`config.mk`:
```
export PLATFORM = sky130hd
export DESIGN_NAME = load_store_unit_flat
export DESIGN_NICKNAME = d
export VERILOG_FILES = /design/src/rtl/lsu_pkg.sv /design/src/rtl/load_store_unit_if.sv /design/src/rtl/lsu_lane_align.sv /design/src/rtl/load_store_unit.sv /design/src/flat_wrapper.sv
export SDC_FILE = /design/constraint.sdc
export NUM_CORES = 1
export LEC_CHECK = 0
export ABC_AREA = 1
export BUFFER_PORTS_ARGS = -buffer_cell sky130_fd_sc_hd__buf_2
export CAP_MARGIN = 20
export CORE_ASPECT_RATIO = 0.7
export CORE_MARGIN = 2
export CORE_UTILIZATION = 52
export DETAILED_ROUTE_END_ITERATION = 8
export PLACE_DENSITY = 0.86
export SLEW_MARGIN = 20
export SYNTH_ARGS = -nofsm -noshare
export SYNTH_HDL_FRONTEND = slang
export SYNTH_SLANG_ARGS = --single-unit
```
`constraint.sdc`:
```
create_clock -name clk -period 2.11 [get_ports clk]
set_clock_uncertainty 0.1 [all_clocks]
set_input_delay 0.422 -clock clk [delete_from_list [all_inputs] [get_ports clk]]
set_output_delay 0.422 -clock clk [all_outputs]
set_load 0.01 [all_outputs]
```
`src/rtl/lsu_pkg.sv`:
```
// Shared types for the load/store unit: RV32I size codes, FSM states, and the illegal-encoding check.
package lsu_pkg;

  localparam logic [2:0] F3_B  = 3'b000;
  localparam logic [2:0] F3_H  = 3'b001;
  localparam logic [2:0] F3_W  = 3'b010;
  localparam logic [2:0] F3_BU = 3'b100;
  localparam logic [2:0] F3_HU = 3'b101;

  typedef enum logic [1:0] {
    IDLE,
    REQ,
    WAIT,
    DONE
  } lsuState_t;

  // Stores have no unsigned variants, so any 1xx code is illegal for them.
  function automatic logic funct3Illegal(input logic [2:0] f3, input logic isStore);
    return (f3 == 3'b011) || (f3 == 3'b110) || (f3 == 3'b111) || (isStore && f3[2]);
  endfunction

endpackage

```
`src/rtl/load_store_unit_if.sv`:
```
// Word-wide data-memory bus: request/grant for the address phase, rvalid for read data.
interface load_store_unit_if;
  logic        mem_req;
  logic        mem_we;
  logic [31:0] mem_addr;
  logic [3:0]  mem_wstrb;
  logic [31:0] mem_wdata;
  logic        mem_gnt;
  logic        mem_rvalid;
  logic [31:0] mem_rdata;

  modport master (
    output mem_req, mem_we, mem_addr, mem_wstrb, mem_wdata,
    input  mem_gnt, mem_rvalid, mem_rdata
  );

  modport slave (
    input  mem_req, mem_we, mem_addr, mem_wstrb, mem_wdata,
    output mem_gnt, mem_rvalid, mem_rdata
  );
endinterface

```
`src/rtl/lsu_lane_align.sv`:
```
// Combinational lane logic: store strobes with replicated write data, and load lane select with extension.
module lsu_lane_align
  import lsu_pkg::*;
(
  input  logic [2:0]  stFunct3,
  input  logic [1:0]  stOffset,
  input  logic [31:0] stData,
  output logic [3:0]  stStrb,
  output logic [31:0] stWdata,
  input  logic [2:0]  ldFunct3,
  input  logic [1:0]  ldOffset,
  input  logic [31:0] ldRaw,
  output logic [31:0] ldData
);

  logic [7:0]  ldByte;
  logic [15:0] ldHalf;

  always_comb begin
    stStrb  = 4'b1111;
    stWdata = stData;
    case (stFunct3[1:0])
      2'b00: begin
        stStrb  = 4'b0001 << stOffset;
        stWdata = {4{stData[7:0]}};
      end
      2'b01: begin
        stStrb  = 4'b0011 << {stOffset[1], 1'b0};
        stWdata = {2{stData[15:0]}};
      end
      default: ;
    endcase
  end

  always_comb begin
    ldByte = ldRaw[7:0];
    case (ldOffset)
      2'd1:    ldByte = ldRaw[15:8];
      2'd2:    ldByte = ldRaw[23:16];
      2'd3:    ldByte = ldRaw[31:24];
      default: ldByte = ldRaw[7:0];
    endcase
    ldHalf = ldOffset[1] ? ldRaw[31:16] : ldRaw[15:0];

    ldData = '0;
    case (ldFunct3)
      F3_B:    ldData = {{24{ldByte[7]}}, ldByte};
      F3_BU:   ldData = {24'd0, ldByte};
      F3_H:    ldData = {{16{ldHalf[15]}}, ldHalf};
      F3_HU:   ldData = {16'd0, ldHalf};
      F3_W:    ldData = ldRaw;
      default: ldData = '0;
    endcase
  end

endmodule

```
`src/rtl/load_store_unit.sv`:
```
// Memory-stage load/store engine with watchdog; LSU_MISALIGN_TRAP_EN traps misaligned accesses instead of aligning them.
// Min latency store 2 / load 3 cycles after accept; StallM holds upstream until the one-cycle DoneM pulse.
module load_store_unit
  import lsu_pkg::*;
#(
  parameter int TIMEOUT_CYCLES = 64,
  parameter int TIMEOUT_W      = 8
) (
  input  logic                     clk,
  input  logic                     rst,
  input  logic                     LoadM,
  input  logic                     StoreM,
  input  logic [2:0]               Funct3M,
  input  logic [31:0]              ALU_ResultM,
  input  logic [31:0]              WriteDataM,
  output logic [31:0]              ReadDataM,
  output logic                     DoneM,
  output logic                     StallM,
  output logic                     MisalignM,
  output logic                     TimeoutM,
  load_store_unit_if.master        mem
);

  lsuState_t            state;
  logic [2:0]           funct3Q;
  logic [1:0]           offQ;
  logic                 isLoadQ;
  logic [TIMEOUT_W-1:0] wdogCnt;

  logic        start;
  logic        isLoad;
  logic        illegal;
  logic        misalign;
  logic [31:0] reqAddr;
  logic        timeoutHit;
  logic [3:0]  stStrb;
  logic [31:0] stWdata;
  logic [31:0] ldData;

  assign start   = LoadM | StoreM;
  assign isLoad  = LoadM;
  assign illegal = funct3Illegal(Funct3M, !isLoad);

`ifdef LSU_MISALIGN_TRAP_EN
  assign misalign = !illegal &&
                    (((Funct3M[1:0] == 2'b01) && ALU_ResultM[0]) ||
                     ((Funct3M[1:0] == 2'b10) && (ALU_ResultM[1:0] != 2'b00)));
  assign reqAddr  = ALU_ResultM;
`else
  assign misalign = 1'b0;
  always_comb begin
    case (Funct3M[1:0])
      2'b01:   reqAddr = {ALU_ResultM[31:1], 1'b0};
      2'b10:   reqAddr = {ALU_ResultM[31:2], 2'b00};
      default: reqAddr = ALU_ResultM;
    endcase
  end
`endif

  // Abort on the last allowed REQ/WAIT cycle unless that cycle completes the access.
  assign timeoutHit = (TIMEOUT_CYCLES != 0) &&
                      (wdogCnt == TIMEOUT_W'(TIMEOUT_CYCLES - 1));

  assign StallM = rst && ((state == IDLE && start) || state == REQ || state == WAIT);

  lsu_lane_align u_lane (
    .stFunct3 (Funct3M),
    .stOffset (reqAddr[1:0]),
    .stData   (WriteDataM),
    .stStrb   (stStrb),
    .stWdata  (stWdata),
    .ldFunct3 (funct3Q),
    .ldOffset (offQ),
    .ldRaw    (mem.mem_rdata),
    .ldData   (ldData)
  );

  always_ff @(posedge clk or negedge rst) begin
    if (!rst) begin
      state         <= IDLE;
      funct3Q       <= '0;
      offQ          <= '0;
      isLoadQ       <= 1'b0;
      wdogCnt       <= '0;
      DoneM         <= 1'b0;
      ReadDataM     <= '0;
      MisalignM     <= 1'b0;
      TimeoutM      <= 1'b0;
      mem.mem_req   <= 1'b0;
      mem.mem_we    <= 1'b0;
      mem.mem_addr  <= '0;
      mem.mem_wstrb <= '0;
      mem.mem_wdata <= '0;
    end else begin
      DoneM <= 1'b0;
      unique case (state)
        IDLE: begin
          if (start) begin
            funct3Q <= Funct3M;
            offQ    <= reqAddr[1:0];
            isLoadQ <= isLoad;
            wdogCnt <= '0;
            if (illegal || misalign) begin
              state     <= DONE;
              DoneM     <= 1'b1;
              ReadDataM <= '0;
              MisalignM <= misalign;
              TimeoutM  <= 1'b0;
            end else begin
              state         <= REQ;
              mem.mem_req   <= 1'b1;
              mem.mem_we    <= !isLoad;
              mem.mem_addr  <= {reqAddr[31:2], 2'b00};
              mem.mem_wstrb <= isLoad ? 4'b0000 : stStrb;
              mem.mem_wdata <= isLoad ? 32'd0 : stWdata;
            end
          end
        end
        REQ: begin
          if (mem.mem_gnt && !isLoadQ) begin
            state         <= DONE;
            DoneM         <= 1'b1;
            ReadDataM     <= '0;
            MisalignM     <= 1'b0;
            TimeoutM      <= 1'b0;
            mem.mem_req   <= 1'b0;
            mem.mem_we    <= 1'b0;
            mem.mem_wstrb <= '0;
            mem.mem_wdata <= '0;
          end else if (timeoutHit) begin
            state         <= DONE;
            DoneM         <= 1'b1;
            ReadDataM     <= '0;
            MisalignM     <= 1'b0;
            TimeoutM      <= 1'b1;
            mem.mem_req   <= 1'b0;
            mem.mem_we    <= 1'b0;
            mem.mem_wstrb <= '0;
            mem.mem_wdata <= '0;
          end else begin
            wdogCnt <= wdogCnt + 1'b1;
            if (mem.mem_gnt) begin
              state       <= WAIT;
              mem.mem_req <= 1'b0;
            end
          end
        end
        WAIT: begin
          if (mem.mem_rvalid) begin
            state     <= DONE;
            DoneM     <= 1'b1;
            ReadDataM <= ldData;
            MisalignM <= 1'b0;
            TimeoutM  <= 1'b0;
          end else if (timeoutHit) begin
            state     <= DONE;
            DoneM     <= 1'b1;
            ReadDataM <= '0;
            MisalignM <= 1'b0;
            TimeoutM  <= 1'b1;
          end else begin
            wdogCnt <= wdogCnt + 1'b1;
          end
        end
        DONE:    state <= IDLE;
        default: state <= IDLE;
      endcase
    end
  end

endmodule

```
`src/flat_wrapper.sv`:
```
// flat-port wrapper written by rule: the top's interface ports become plain ports
module load_store_unit_flat import lsu_pkg::*;
#(
  parameter int TIMEOUT_CYCLES = 64,
  parameter int TIMEOUT_W      = 8
)
  (clk, rst, LoadM, StoreM, Funct3M, ALU_ResultM, WriteDataM, ReadDataM, DoneM, StallM, MisalignM, TimeoutM, mem_mem_req, mem_mem_we, mem_mem_addr, mem_mem_wstrb, mem_mem_wdata, mem_mem_gnt, mem_mem_rvalid, mem_mem_rdata);
  load_store_unit_if mem_i ();
  input  logic clk;
  input  logic rst;
  input  logic LoadM;
  input  logic StoreM;
  input  logic [2:0] Funct3M;
  input  logic [31:0] ALU_ResultM;
  input  logic [31:0] WriteDataM;
  output logic [31:0] ReadDataM;
  output logic DoneM;
  output logic StallM;
  output logic MisalignM;
  output logic TimeoutM;
  output wire logic [$bits(mem_i.mem_req)-1:0] mem_mem_req;
  output wire logic [$bits(mem_i.mem_we)-1:0] mem_mem_we;
  output wire logic [$bits(mem_i.mem_addr)-1:0] mem_mem_addr;
  output wire logic [$bits(mem_i.mem_wstrb)-1:0] mem_mem_wstrb;
  output wire logic [$bits(mem_i.mem_wdata)-1:0] mem_mem_wdata;
  input wire logic [$bits(mem_i.mem_gnt)-1:0] mem_mem_gnt;
  input wire logic [$bits(mem_i.mem_rvalid)-1:0] mem_mem_rvalid;
  input wire logic [$bits(mem_i.mem_rdata)-1:0] mem_mem_rdata;
  assign mem_mem_req = mem_i.mem_req;
  assign mem_mem_we = mem_i.mem_we;
  assign mem_mem_addr = mem_i.mem_addr;
  assign mem_mem_wstrb = mem_i.mem_wstrb;
  assign mem_mem_wdata = mem_i.mem_wdata;
  assign mem_i.mem_gnt = mem_mem_gnt;
  assign mem_i.mem_rvalid = mem_mem_rvalid;
  assign mem_i.mem_rdata = mem_mem_rdata;
  load_store_unit #(.TIMEOUT_CYCLES(TIMEOUT_CYCLES), .TIMEOUT_W(TIMEOUT_W)) u_core (.clk(clk), .rst(rst), .LoadM(LoadM), .StoreM(StoreM), .Funct3M(Funct3M), .ALU_ResultM(ALU_ResultM), .WriteDataM(WriteDataM), .ReadDataM(ReadDataM), .DoneM(DoneM), .StallM(StallM), .MisalignM(MisalignM), .TimeoutM(TimeoutM), .mem(mem_i));
endmodule
```
# Yosys cells after proc, flatten, opt, wreduce, memory -nomap -nowiden
# Cells that the tools add are included.
# W data, S select, Z words.
# totals
output_inout_bits	106
word_cells	130
register_bits	119
inputBits	105
# classes
reduce_logical	23
muxes	64
shifts	2
n_bitwise	2
addsub	1
n_eq_ne	24
# ops
cell	count
$mux W32	10
$pmux W32 S5	1
$pmux W32 S2	2
$pmux W32 S3	1
$pmux W8 S3	2
$mux W8	4
$mux W1	22
$mux W4	5
$mux W16	1
$pmux W4 S2	2
$mux W2	7
$eq A3 B3 Y1 const B	4
$reduce_and A4 Y1	3
$eq A2 B2 Y1 const B	5
$pmux W1 S3	3
$reduce_and A3 Y1	3
$add A8 B1 Y8 const B	1
$eq A8 B6 Y1 const B	1
$pmux W2 S4	1
$eq A2 B1 Y1 const B	3
$eq A3 B2 Y1 const B	2
$ne A2 B2 Y1 const B	3
$ne A3 B2 Y1 const B	2
$logic_or A1 B1 Y1	5
other kinds (16)	23

# Depth between registers and ports, before layout
# Gate-level depths: netlist of the first run.
# depth
word_depth	8
depth_mapped	10

# Modules after synthesis
# A second synthesis of the first run with hierarchy kept.
# unflattened
cells_unflattened	1051
hier_area_um2	7380.8
# by_module_without_submodules
mod	area_each_um2	instances	seq_area_each_um2	cells_per_inst
load_store_unit	5890.6	1	2977.9	704
lsu_lane_align	1490.2	1	0.0	347

# Least setup slack after synthesis of the first run
# OpenSTA, ideal clock, no wires.
# synth_timing
path_type	input to register
startpoint	input Funct3M[1]
endpoint	register u_core.mem.mem_wdata[13]
path_buffers	2
stages	9
path_slack_ns	0.166
required_ns	1.934
t_arrival_ns	1.767
cell_sequence	buf_2 > clkinv_1 > ha_1 > nor2_1 > inv_1 > buf_2 > nand3_1 > o211ai_1 > o21ai_1
# synth_between
elab_chain_cells	6
word_cells_on_any_way	15
cone_classes	5 x eq/ne; 5 x mux; 5 x reduce/logical
# synth_lines
element	line	rtl
from (decl)	flat_wrapper.sv:13	input logic [2:0] Funct3M;
$eq A2 B1 Y1, or another cell as far along	lsu_lane_align.sv:22	case (stFunct3[1:0])
$pmux W32 S2 / $logic_or A1 B1 Y1 (equally long branches)	lsu_lane_align.sv:22, lsu_pkg.sv:19	
$mux W32 / $logic_or A1 B1 Y1 (equally long branches)	load_store_unit.sv:115, lsu_pkg.sv:19	
$mux W32 / $logic_or A1 B1 Y1 (equally long branches)	load_store_unit.sv:103, lsu_pkg.sv:19	
$mux W32 / $ne A2 B2 Y1 (equally long branches)	n/a	
$pmux W32 S2 / $reduce_and A4 Y1 (equally long branches)	n/a	
to (signal assigned)	load_store_unit.sv:115	mem.mem_wdata <= isLoad ? 32'd0 : stWdata;
to (decl)	load_store_unit_if.sv:13	output mem_req, mem_we, mem_addr, mem_wstrb, mem_wdata,
# Several ways; a longest one is shown, not always the timed one. The select of a mux whose other input is x is not followed.
# A chain may end at the register's enable or synchronous reset.

# Worst setup path after layout of the first run
# layout_timing
startpoint	register u_core.state[1]
endpoint	output StallM
# layout_between
elab_chain_cells	5
word_cells_on_any_way	7
cone_classes	2 x eq/ne; 5 x reduce/logical
# layout_lines
element	line	rtl
from (decl)	load_store_unit.sv:24	lsuState_t state;
from (signal assigned)	load_store_unit.sv:80	state <= IDLE;
from (signal assigned)	load_store_unit.sv:104	state <= DONE;
from (signal assigned)	load_store_unit.sv:110	state <= REQ;
$logic_not A2 Y1	load_store_unit.sv:64	assign StallM = rst && ((state == IDLE && start) || state == REQ || state == WAIT);
$logic_and A1 B1 Y1	load_store_unit.sv:64	
$logic_or A1 B1 Y1	load_store_unit.sv:64	
$logic_or A1 B1 Y1 (*)	load_store_unit.sv:64	
$logic_and A1 B1 Y1 (*)	load_store_unit.sv:64	
to (decl)	flat_wrapper.sv:18	output logic StallM;
# Mark *: on every way between the ends. The rest lies on a longest branch, timed or not.

==> flow_summary.toml, run 1 <==
[outcome]
status = "finished, final reports clean"

[worst_setup_path]
reg2reg_slack_ps = 130
start_kind = "flop"
path_class = "flop to primary output"
cp.required_ps = 1590
cpPeakStageDelay_ps = 400
endpoint_kind = "primary output"
slowest_stage = "dfrtp_1"
crit_fanout = 4
crit_chain = "inv_2 -> ha_4 -> inv_4 -> nor2_4 -> inv_2 -> a31oi_1 -> buf_2"
arrival_ps = 1580
cp_common_cell = "inv_2"

[sta]
rsz0062_at_grt = "true"
hold_violations = 0
worstMarginPinSlew_ps = 643
fin_crit_sh_pct = 99.6
slew_viol_final = 0
fmax_mhz = 476
post-route-min-period_ps = 2100
slew_headroom_pct = 57.1
setup_viol = 0

[hold_path]
hold_class = "input pin to asynchronous set/reset pin"

[floorplan]
rows = 34
die_w_um = 138
die_area_um2 = 13600
io_pins = 211
start_util_pct = 53.1
core-area_um2 = 12400
die_h_um = 98.0

[cts]
cts_tree = "built"
cts_hold_repair.buffers = 0
clock_latency_ps = 400
clk_pin_slew_ps = 60
h-tree-depth = 4
cts_sinks = 119
root_buffer = "clkbuf_16"
clockBufferDepth = 2
cts_buffers = 17

[synthesis]
netlist_instances = 906
synth.top_cells.by_count = "nand2_1 (387), dfrtp_1 (119), nand3_1 (84)"
yosysTopAreaCell = "dfrtp_1"
yosys_warnings = 0
synth_edf_count = 0
ys_ff_latch = 119
ys_async_sr_fraction_pct = 100
synth_most_common_cell = "nand2_1"
synth_top_area_share_pct = 45.3
synth.area.top_cells = "dfrtp_1 (45%), nand2_1 (22%), nand3_1 (6.4%)"
syn-cell-area_um2 = 6570
synth_cell_types = 30
syn_area_per_cell_um2 = 7.25
synthFlopType = "dfrtp_1"
yosysSeqAreaShare_pct = 45.3

[detailed_routing]
route.detailed.drc = 0
drtAntennaViolNets = 0
dr.pass1.iters = 5
drtIter0Drc = 483
vias = 6582
wl_um = 18600
post_drt_wl_per_cell_um = 14.4
via_per_inst = 5.09

[grt]
grt_antenna_before_repair = 0
first_global_vias = 6100
track_usage_pct = 27.2
grt_max_degree = 120
overflow = 0
grt_pass1_wl_um = 30100

[power]
cellLeakagePower_nw = 4.93
powerDensity_nw_per_um2 = 1390
peakVddDrop_uv = 959

[placed_design]
place_inst = 1252
portBuffers = 208
gp_congestion = 0.955
dpl.hpwl_um = 12900

[cells_and_area]
final_core_util_pct = 67.9
area_growth_pct = 27.9
drive_above_1_share_pct = 26.6
fin_cells = 1292
nets = 1231
final.fill_count = 1037

[job]
cap_viol_max_count = 0
==> final timing paths <==
check                      depth (start not counted)                from                       to
max                                                7     u_core.state[1]                   StallM
max in group asynchronous                          2                 rst  u_core.mem.mem_wstrb[2]
max reg2reg                                       10     u_core.state[0]     u_core.ReadDataM[31]
min reg2reg                                        2  u_core.mem.mem_req       u_core.mem.mem_req
min                                                2                 rst        u_core.wdogCnt[7]
min in group clk                                   3     ALU_ResultM[16]  u_core.mem.mem_addr[16]
==> metal layers <==
layer,vias up,global-route usage (%),share of wire [%]
met5,-,0,0
met4,0,7.38,1.2
met3,22,6.77,8.6
met2,305,41.1,45
met1,2983,39.5,45
li1,3272,-,-
==> critical path, delay by kind of cell, from the launching register on <==
kind                       cells  cell delay, ps
adders and majority gates      1             170
AOI/OAI and AO/OA              1             150
buffers and inverters          4             350
DFF                            1             400
and+or+nand+nor                1             100
==> cell type report <==
type / count / area (µm²) / area share, %
clock inverters: 12 / 164 / 1.95
inverters: 86 / 327 / 3.89
well taps: 162 / 203 / 2.41
clock buffers: 20 / 467 / 5.56
multi-input cells: 659 / 2990 / 35.6
repair buffers: 233 / 1270 / 15.1
flip-flops and latches: 119 / 2980 / 35.4
diodes: 1 / 2.50 / 0.0298
==> flip-flops by register name, indices dropped and copies added, names as in the netlist <==
register              flops
u_core.state              2
u_core.offQ               2
u_core.wdogCnt            8
u_core.mem.mem_req        1
u_core.funct3Q            3
u_core.mem.mem_wdata     32
u_core.ReadDataM         32
u_core.mem.mem_we         1
u_core.isLoadQ            1
u_core.mem.mem_wstrb      4
u_core.TimeoutM           1
u_core.MisalignM          1
u_core.mem.mem_addr      30
u_core.DoneM              1
==> cell families after synthesis <==
logic type               count (synthesis)  synth area share (%)
XOR/XNOR                                 2                 0.267
AND/OR/NAND/NOR                        561                  36.0
other                                    1                0.0571
adder cells (fa/ha/maj)                 10                  1.91
AO/OA/AOI/OAI                           83                  6.67
buffers and inverters                  130                  9.72
flip-flops                             119                  45.3
==> cell usage in the layout, fill, tap and decap left out, types with 2 or more instances in the layout <==
master,n
a21oi_1,5
ha_4,2
nand3_1,84
nand2_1,387
buf_2,207
conb_1,2
nor2_1,57
buf_4,23
o21ai_1,36
nand2_2,5
inv_6,4
o211ai_1,7
nand3_2,4
clkbuf_8,3
clkinv_2,2
buf_12,3
nor2_4,6
nand4_1,13
nand3_4,2
dfrtp_1,119
inv_2,9
ha_1,8
inv_1,74
clkbuf_16,17
o21ai_0,33
clkinv_4,3
bufinv_16,3
nor2_2,2
==> stage by stage <==
step                      setup slack [ps]  area [µm²]  power, mW  hold slack [ps]  setup TNS (ps)
after floorplan                        166        6570       6.97             26.4               0
after global placement                78.5        7680       8.30              353               0
after detailed placement             -9.18        7680       8.42              359           -15.4
after CTS                             35.0        8350       11.6             45.4               0
after global routing                 -84.7        8400       12.6             60.0           -84.7
final                                 7.46        8400       11.7             10.9               0
==> report_power, final <==
group / switching, mW / internal, mW
clock network: 1.08 / 1.97
logic: 3.32 / 1.79
registers: 0.480 / 3.07
total: 4.89 / 6.83
==> what timing repair did <==
item / in CTS / in global routing
pin swaps: 1 / 3
gates resized for setup: 5 / 4
endpoints found under the setup margin: 2 / 31
buffers inserted: 3 / 3
gates cloned: 0 / 1
Power figures use the tool's default switching activity.
==> run 2: changes to the inputs <==
--- a/config.mk
+++ b/config.mk
@@ -9,7 +9,6 @@
 export BUFFER_PORTS_ARGS = -buffer_cell sky130_fd_sc_hd__buf_2
 export CAP_MARGIN = 20
 export CORE_ASPECT_RATIO = 0.7
-export CORE_MARGIN = 2
 export CORE_UTILIZATION = 52
 export DETAILED_ROUTE_END_ITERATION = 8
 export PLACE_DENSITY = 0.86
==> constraint.sdc (replaced) <==
create_clock -name clk -period 2.11 [get_ports clk]
set_clock_uncertainty 0.1 [all_clocks]
set_input_delay 0.211 -clock clk [delete_from_list [all_inputs] [get_ports clk]]
set_output_delay 0.211 -clock clk [all_outputs]
set_load 0.01 [all_outputs]
==> run 2 against run 1 <==
  * Power is 0.24% higher
  * Global-route usage is 2.7 points higher
  * Cell area is 3.8% higher
  * Critical endpoint unchanged
  * Non-clock buffer count is 32 higher
  * Fmax is 3.0% higher
  * Largest cell class is now flip-flops and latches
  * Combinational power hardly changed
  * Worst hold slack better by 11 ps
  * Register-to-register slack better by 40 ps
==> flow_summary.toml, run 2 (synthesized netlist as in run 1, its figures left out) <==
[cells_and_area]
final_cell_mix = "nand2_1 (387), buf_2 (207), dfrtp_1 (118)"
final.fill_count = 913
final_common_cell = "nand2_1"
top_regs = "u_core.ReadDataM: 32 flops, u_core.mem.mem_wdata: 32 flops, u_core.mem.mem_addr: 30 flops"
area_growth_pct = 32.8
drive_above_1_share_pct = 25.3
antennaDiodeCount = 0
nets = 1262
fin_area_um2 = 8720

[placed_design]
pre_cts_ws_ps = 114
portBuffers = 208
dpl.hpwl_um = 12600
gp_congestion = 0.925
place_area_um2 = 7690

[worst_setup_path]
path_class = "flop to primary output"
start_kind = "flop"
crit_chain = "inv_2 -> ha_4 -> inv_2 -> nor2_4 -> buf_6 -> inv_1 -> a31oi_1 -> buf_2"
endpoint_kind = "primary output"
arrival_ps = 1730
cp.required_ps = 1800
cpPeakStageDelay_ps = 420
crit_fanout = 4
slowest_stage = "dfrtp_1"
cp_common_cell = "inv_2"

[cts]
clock_latency_ps = 410
h-tree-depth = 4
cts_sinks = 119
cts_tree = "built"
clk_pin_slew_ps = 60
cts_buffers = 17
root_buffer = "clkbuf_16"
clockBufferDepth = 2

[power]
peakVddDrop_uv = 832
intPower_mw = 6.82
p_sw_mw = 4.93
powerDensity_nw_per_um2 = 1350
cellLeakagePower_nw = 5.06
swShare_pct = 42.0
seq_power_share_pct = 30.5
totalPowerFinal_mw = 11.7
clock_power_share_pct = 25.8
combPwrFrac_pct = 43.6

[sta]
post-route-min-period_ps = 2040
slew_headroom_pct = 56.0
setup_viol = 0
setup_ws_ps = 68.9
fmax_mhz = 490
slew_viol_final = 0
hold_violations = 0
fin_crit_sh_pct = 96.7
rsz0062_at_grt = "true"
whs_ps = 21.7
worstMarginPinSlew_ps = 660

[floorplan]
start_util_pct = 54.7
die_w_um = 136
die_area_um2 = 13100
io_pins = 211
die_h_um = 96.0
core-area_um2 = 12000
rows = 33

[grt]
first_global_vias = 6099
grt_pass1_wl_um = 30100
grt_max_degree = 120
overflow = 0
track_usage_pct = 29.9
grt_antenna_before_repair = 0

[detailed_routing]
wl_um = 19200
drtIter0Drc = 527
vias = 6807
post_drt_wl_per_cell_um = 14.5
via_per_inst = 5.17
dr.pass1.iters = 5
route.detailed.drc = 0
drtAntennaViolNets = 0

[outcome]
status = "finished, final reports clean"

[job]
cap_viol_max_count = 0

[hold_path]
hold_class = "input pin to flop"
[run 2: cell types whose count changed in the layout (fill, tap and decap cells not counted), moves of 2 or more]
cell	before	now
inv_6	4	6
clkbuf_8	3	0
buf_4	23	14
buf_6	0	2
buf_12	3	5
dlygate4sd3_1	0	37
[run 2: power groups by stage]
stage | clock [mW] | combinational, mW | sequential, mW
finish | 3.03 | 5.12 | 3.59
global route | 3.20 | 5.75 | 3.66
CTS | 3.07 | 5.02 | 3.55
detailed placement | 0 | 4.89 | 3.57
global placement | 0 | 4.79 | 3.56
floorplan | 0 | 3.12 | 3.85
[run 2: timing repair]
| item | CTS | global route |
|---|---|---|
| hold endpoints to repair | 155 | 0 |
| gates resized for setup | 5 | 3 |
| buffers inserted | 0 | 3 |
| pin swaps | 0 | 1 |
| cloned | 0 | 0 |
| endpoints found under the setup margin | 1 | 14 |
| hold buffers | 37 | 0 |
[run 2: worst max-delay path: cells and delay by family (launching register included)]
kind / cells / cell delay [ps]
buffers and inverters: 5 / 490
AND/OR/NAND/NOR: 1 / 110
AO/OA/AOI/OAI: 1 / 130
adder cells (fa/ha/maj): 1 / 170
flip-flops: 1 / 420
[run 2: final cells by class]
class	instances	area, µm²	share of cell area (%)
multi-input combinational	658	2970	34.0
timing repair buffer	265	1630	18.7
sequential	119	2980	34.2
inverter	86	327	3.74
tap	157	196	2.25
clock buffer	17	425	4.88
clock inverter	15	191	2.20
[run 2: worst paths after layout]
check / from / endpoint / slack (ps) / depth (start not counted)
max: u_core.state[1] / StallM / 70 / 8
min: WriteDataM[0] / u_core.mem.mem_wdata[0] / 20 / 3
max reg2reg: u_core.state[1] / u_core.ReadDataM[15] / 170 / 8
min reg2reg: u_core.mem.mem_addr[5] / u_core.mem.mem_addr[5] / 380 / 2
max in group asynchronous: rst / u_core.mem.mem_wstrb[3] / 1050 / 3
min in group asynchronous: rst / u_core.wdogCnt[4] / 330 / 3
[run 2: routing by layer]
metal	routed length (µm)	GRT usage [%]	vias up
met2	8620	45.7	354
met5	0	0	-
met4	385	10.7	0
li1	-	-	3321
met1	8440	41.9	3089
met3	1700	6.53	43
[run 2: per-stage QoR]
stage	std cells	util [%]	TNS [ps]
floorplan	907	-	0
global placement	1245	64.0	0
detailed placement	1245	64.0	0
CTS	1314	72.3	0
global route	1317	72.6	-45.3
finish	1317	72.6	0
==> run 3: changes to the inputs <==
--- a/config.mk
+++ b/config.mk
@@ -9,10 +9,12 @@
 export BUFFER_PORTS_ARGS = -buffer_cell sky130_fd_sc_hd__buf_2
 export CAP_MARGIN = 20
 export CORE_ASPECT_RATIO = 0.7
-export CORE_UTILIZATION = 52
+export CORE_UTILIZATION = 53
+export CTS_CLUSTER_SIZE = 20
 export DETAILED_ROUTE_END_ITERATION = 8
 export PLACE_DENSITY = 0.86
 export SLEW_MARGIN = 20
 export SYNTH_ARGS = -nofsm -noshare
 export SYNTH_HDL_FRONTEND = slang
+export SYNTH_HIERARCHICAL = 1
 export SYNTH_SLANG_ARGS = --single-unit
==> constraint.sdc (replaced) <==
create_clock -name clk -period 2.05 [get_ports clk]
set_clock_uncertainty 0.1 [all_clocks]
set_input_delay 0.205 -clock clk [delete_from_list [all_inputs] [get_ports clk]]
set_output_delay 0.205 -clock clk [all_outputs]
set_load 0.01 [all_outputs]
==> run 3 against run 2 <==
  * Count of clock-buffer cells in the layout is 1 higher
  * Wire length increased by 10%
  * Largest power group unchanged
  * Power up 15%
  * Worst hold slack gained 5.2 ps
  * Register-to-register slack got worse by 20 ps
==> flow_summary.toml, run 3 <==
[cts]
cts_tree = "built"
clock_latency_ps = 410
clockBufferDepth = 2
clk_pin_slew_ps = 60
root_buffer = "clkbuf_16"
h-tree-depth = 4
cts_sinks = 119
cts_buffers = 17

[hold_path]
whs_path_depth = 3
hold_class = "input pin to flop"

[sta]
tns_ps = 0
slew_viol_final = 0
rsz0062_at_grt = "false"
setup_ws_ps = 82.0
fin_crit_sh_pct = 96.0
post-route-min-period_ps = 1970
setup_viol = 0
slew_headroom_pct = 56.2
hold_violations = 0
worstMarginPinSlew_ps = 658
fmax_mhz = 508

[cells_and_area]
final_core_util_pct = 71.8
multi_input_area_um2 = 3600
top_regs = "u_core/ReadDataM: 32 flops, u_core/mem.mem_wdata: 32 flops, u_core/mem.mem_addr: 30 flops"
antennaDiodeCount = 0
final_common_cell = "nand2_1"
final_cell_mix = "nand2_1 (476), buf_2 (207), dfrtp_1 (117)"
seq_area_um2 = 2980
final.fill_count = 1097
nets = 1404
area_growth_pct = 30.0
drive_above_1_share_pct = 29.3

[power]
peakVddDrop_uv = 909
cellLeakagePower_nw = 5.61
powerDensity_nw_per_um2 = 1410

[synthesis]
ys_async_sr_fraction_pct = 100
synth-simple-area-share_pct = 36.5
synth_edf_count = 0
netlist_instances = 1051
synth.area.top_cells = "dfrtp_1 (40%), nand2_1 (24%), nand3_1 (5.3%)"
synth_mux_area_share_pct = 0
synth_cell_types = 35
synth_top_family_by_area = "simple AND/OR/NAND/NOR gates"
synth_xor_area_share_pct = 0.119
ys_ff_latch = 119
yosysSeqAreaShare_pct = 40.3
synth_compound_area_share_pct = 10.4
synth_fa_ha_area_share_pct = 1.36
synthFlopType = "dfrtp_1"
yosys_warnings = 6
syn-cell-area_um2 = 7380
syn_area_per_cell_um2 = 7.02
synth_most_common_cell = "nand2_1"
yosysTopAreaCell = "dfrtp_1"
synth.top_cells.by_count = "nand2_1 (476), dfrtp_1 (119), inv_1 (104)"
synth_top_area_share_pct = 40.3

[detailed_routing]
wl_um = 21100
vias = 7580
drtIter0Drc = 630
route.detailed.drc = 0
dr.pass1.iters = 6
drtAntennaViolNets = 0
post_drt_wl_per_cell_um = 14.2
via_per_inst = 5.09

[worst_setup_path]
r2r_start = "u_core/offQ[1]"
cp.required_ps = 1750
ff2ff_path_depth = 10
crit_fanout = 5
r2r_end = "u_core/ReadDataM[28]"
crit_end = "StallM"
start_kind = "flop"
arrival_ps = 1660
endpoint_kind = "primary output"
reg2reg_slack_ps = 150
path_class = "flop to primary output"
crit_start = "u_core/state[1]"

[placed_design]
gp_congestion = 0.921
portBuffers = 208
pre_cts_ws_ps = 115
dpl.hpwl_um = 14000

[floorplan]
die_area_um2 = 14400
rows = 35
die_w_um = 143
core-area_um2 = 13400
die_h_um = 101
start_util_pct = 55.3
io_pins = 211

[job]
cap_viol_max_count = 0

[grt]
grt_max_degree = 120
track_usage_pct = 29.5
overflow = 0
grt_pass1_wl_um = 33200
grt_antenna_before_repair = 0
first_global_vias = 6882

[outcome]
status = "finished, final reports clean"
[run 3: cells by family after synthesis]
kind of cell | count (synthesis)
buffers and inverters | 170
and+or+nand+nor | 634
xor gates and xnor gates | 1
other | 1
AOI/OAI and AO/OA | 118
adders and majority gates | 8
DFF | 119
[run 3: report_power, final]
group          internal (mW)  total (mW)  switching, mW
sequential              3.14        3.78          0.633
clock                   1.83        2.98           1.15
combinational           2.51        6.76           4.25
[run 3: stage by stage]
stage | total power [mW] | hold WS [ps] | std cells | instance area, µm²
finish | 13.5 | 26.9 | 1489 | 9590
global route | 14.5 | 26.5 | 1489 | 9590
CTS | 13.3 | 7.46 | 1484 | 9550
detailed placement | 10.2 | 269 | 1413 | 8560
global placement | 10.0 | 262 | 1413 | 8560
floorplan | 8.34 | -191 | 1052 | 7380
[run 3: cell type report]
cell class | instances | share of cell area [%]
Tap cell | 185 | 2.41
Multi-Input combinational cell | 763 | 37.5
Clock inverter | 14 | 1.54
Sequential cell | 119 | 31.1
Inverter | 110 | 4.36
Timing Repair Buffer | 280 | 18.5
Clock buffer | 18 | 4.58
[run 3: worst min-delay path by stage]
stage	from	to
5_1_grt	WriteDataM[7]	u_core/mem.mem_wdata[7]
3_5_place_dp	rst	u_core/DoneM
2_1_floorplan	rst	u_core/DoneM
4_1_cts	LoadM	u_core/isLoadQ
3_3_place_gp	rst	u_core/state[1]
6_report	WriteDataM[2]	u_core/mem.mem_wdata[2]
[run 3: critical path: stages, from the launching register on]
cell	delay, ps
dfrtp_1	400
inv_2	90
ha_4	170
inv_2	60
nor2_2	100
inv_1	80
a31oi_1	190
buf_2	160
[run 3: routing by layer]
metal	vias up	part of all wire (%)	global-route usage, %
li1	3719	-	-
met1	3443	43	40.9
met2	385	46	46.3
met3	33	9.6	5.94
met4	0	1.7	9.68
met5	-	0	0
[run 3: timing repair]
action / in CTS / in global routing
hold endpoints to repair: 155 / 0
pin swaps: 0 / 4
hold buffers: 37 / 0
setup buffers: 2 / 5
endpoints found under the setup margin: 1 / 26
gates resized for setup: 5 / 4
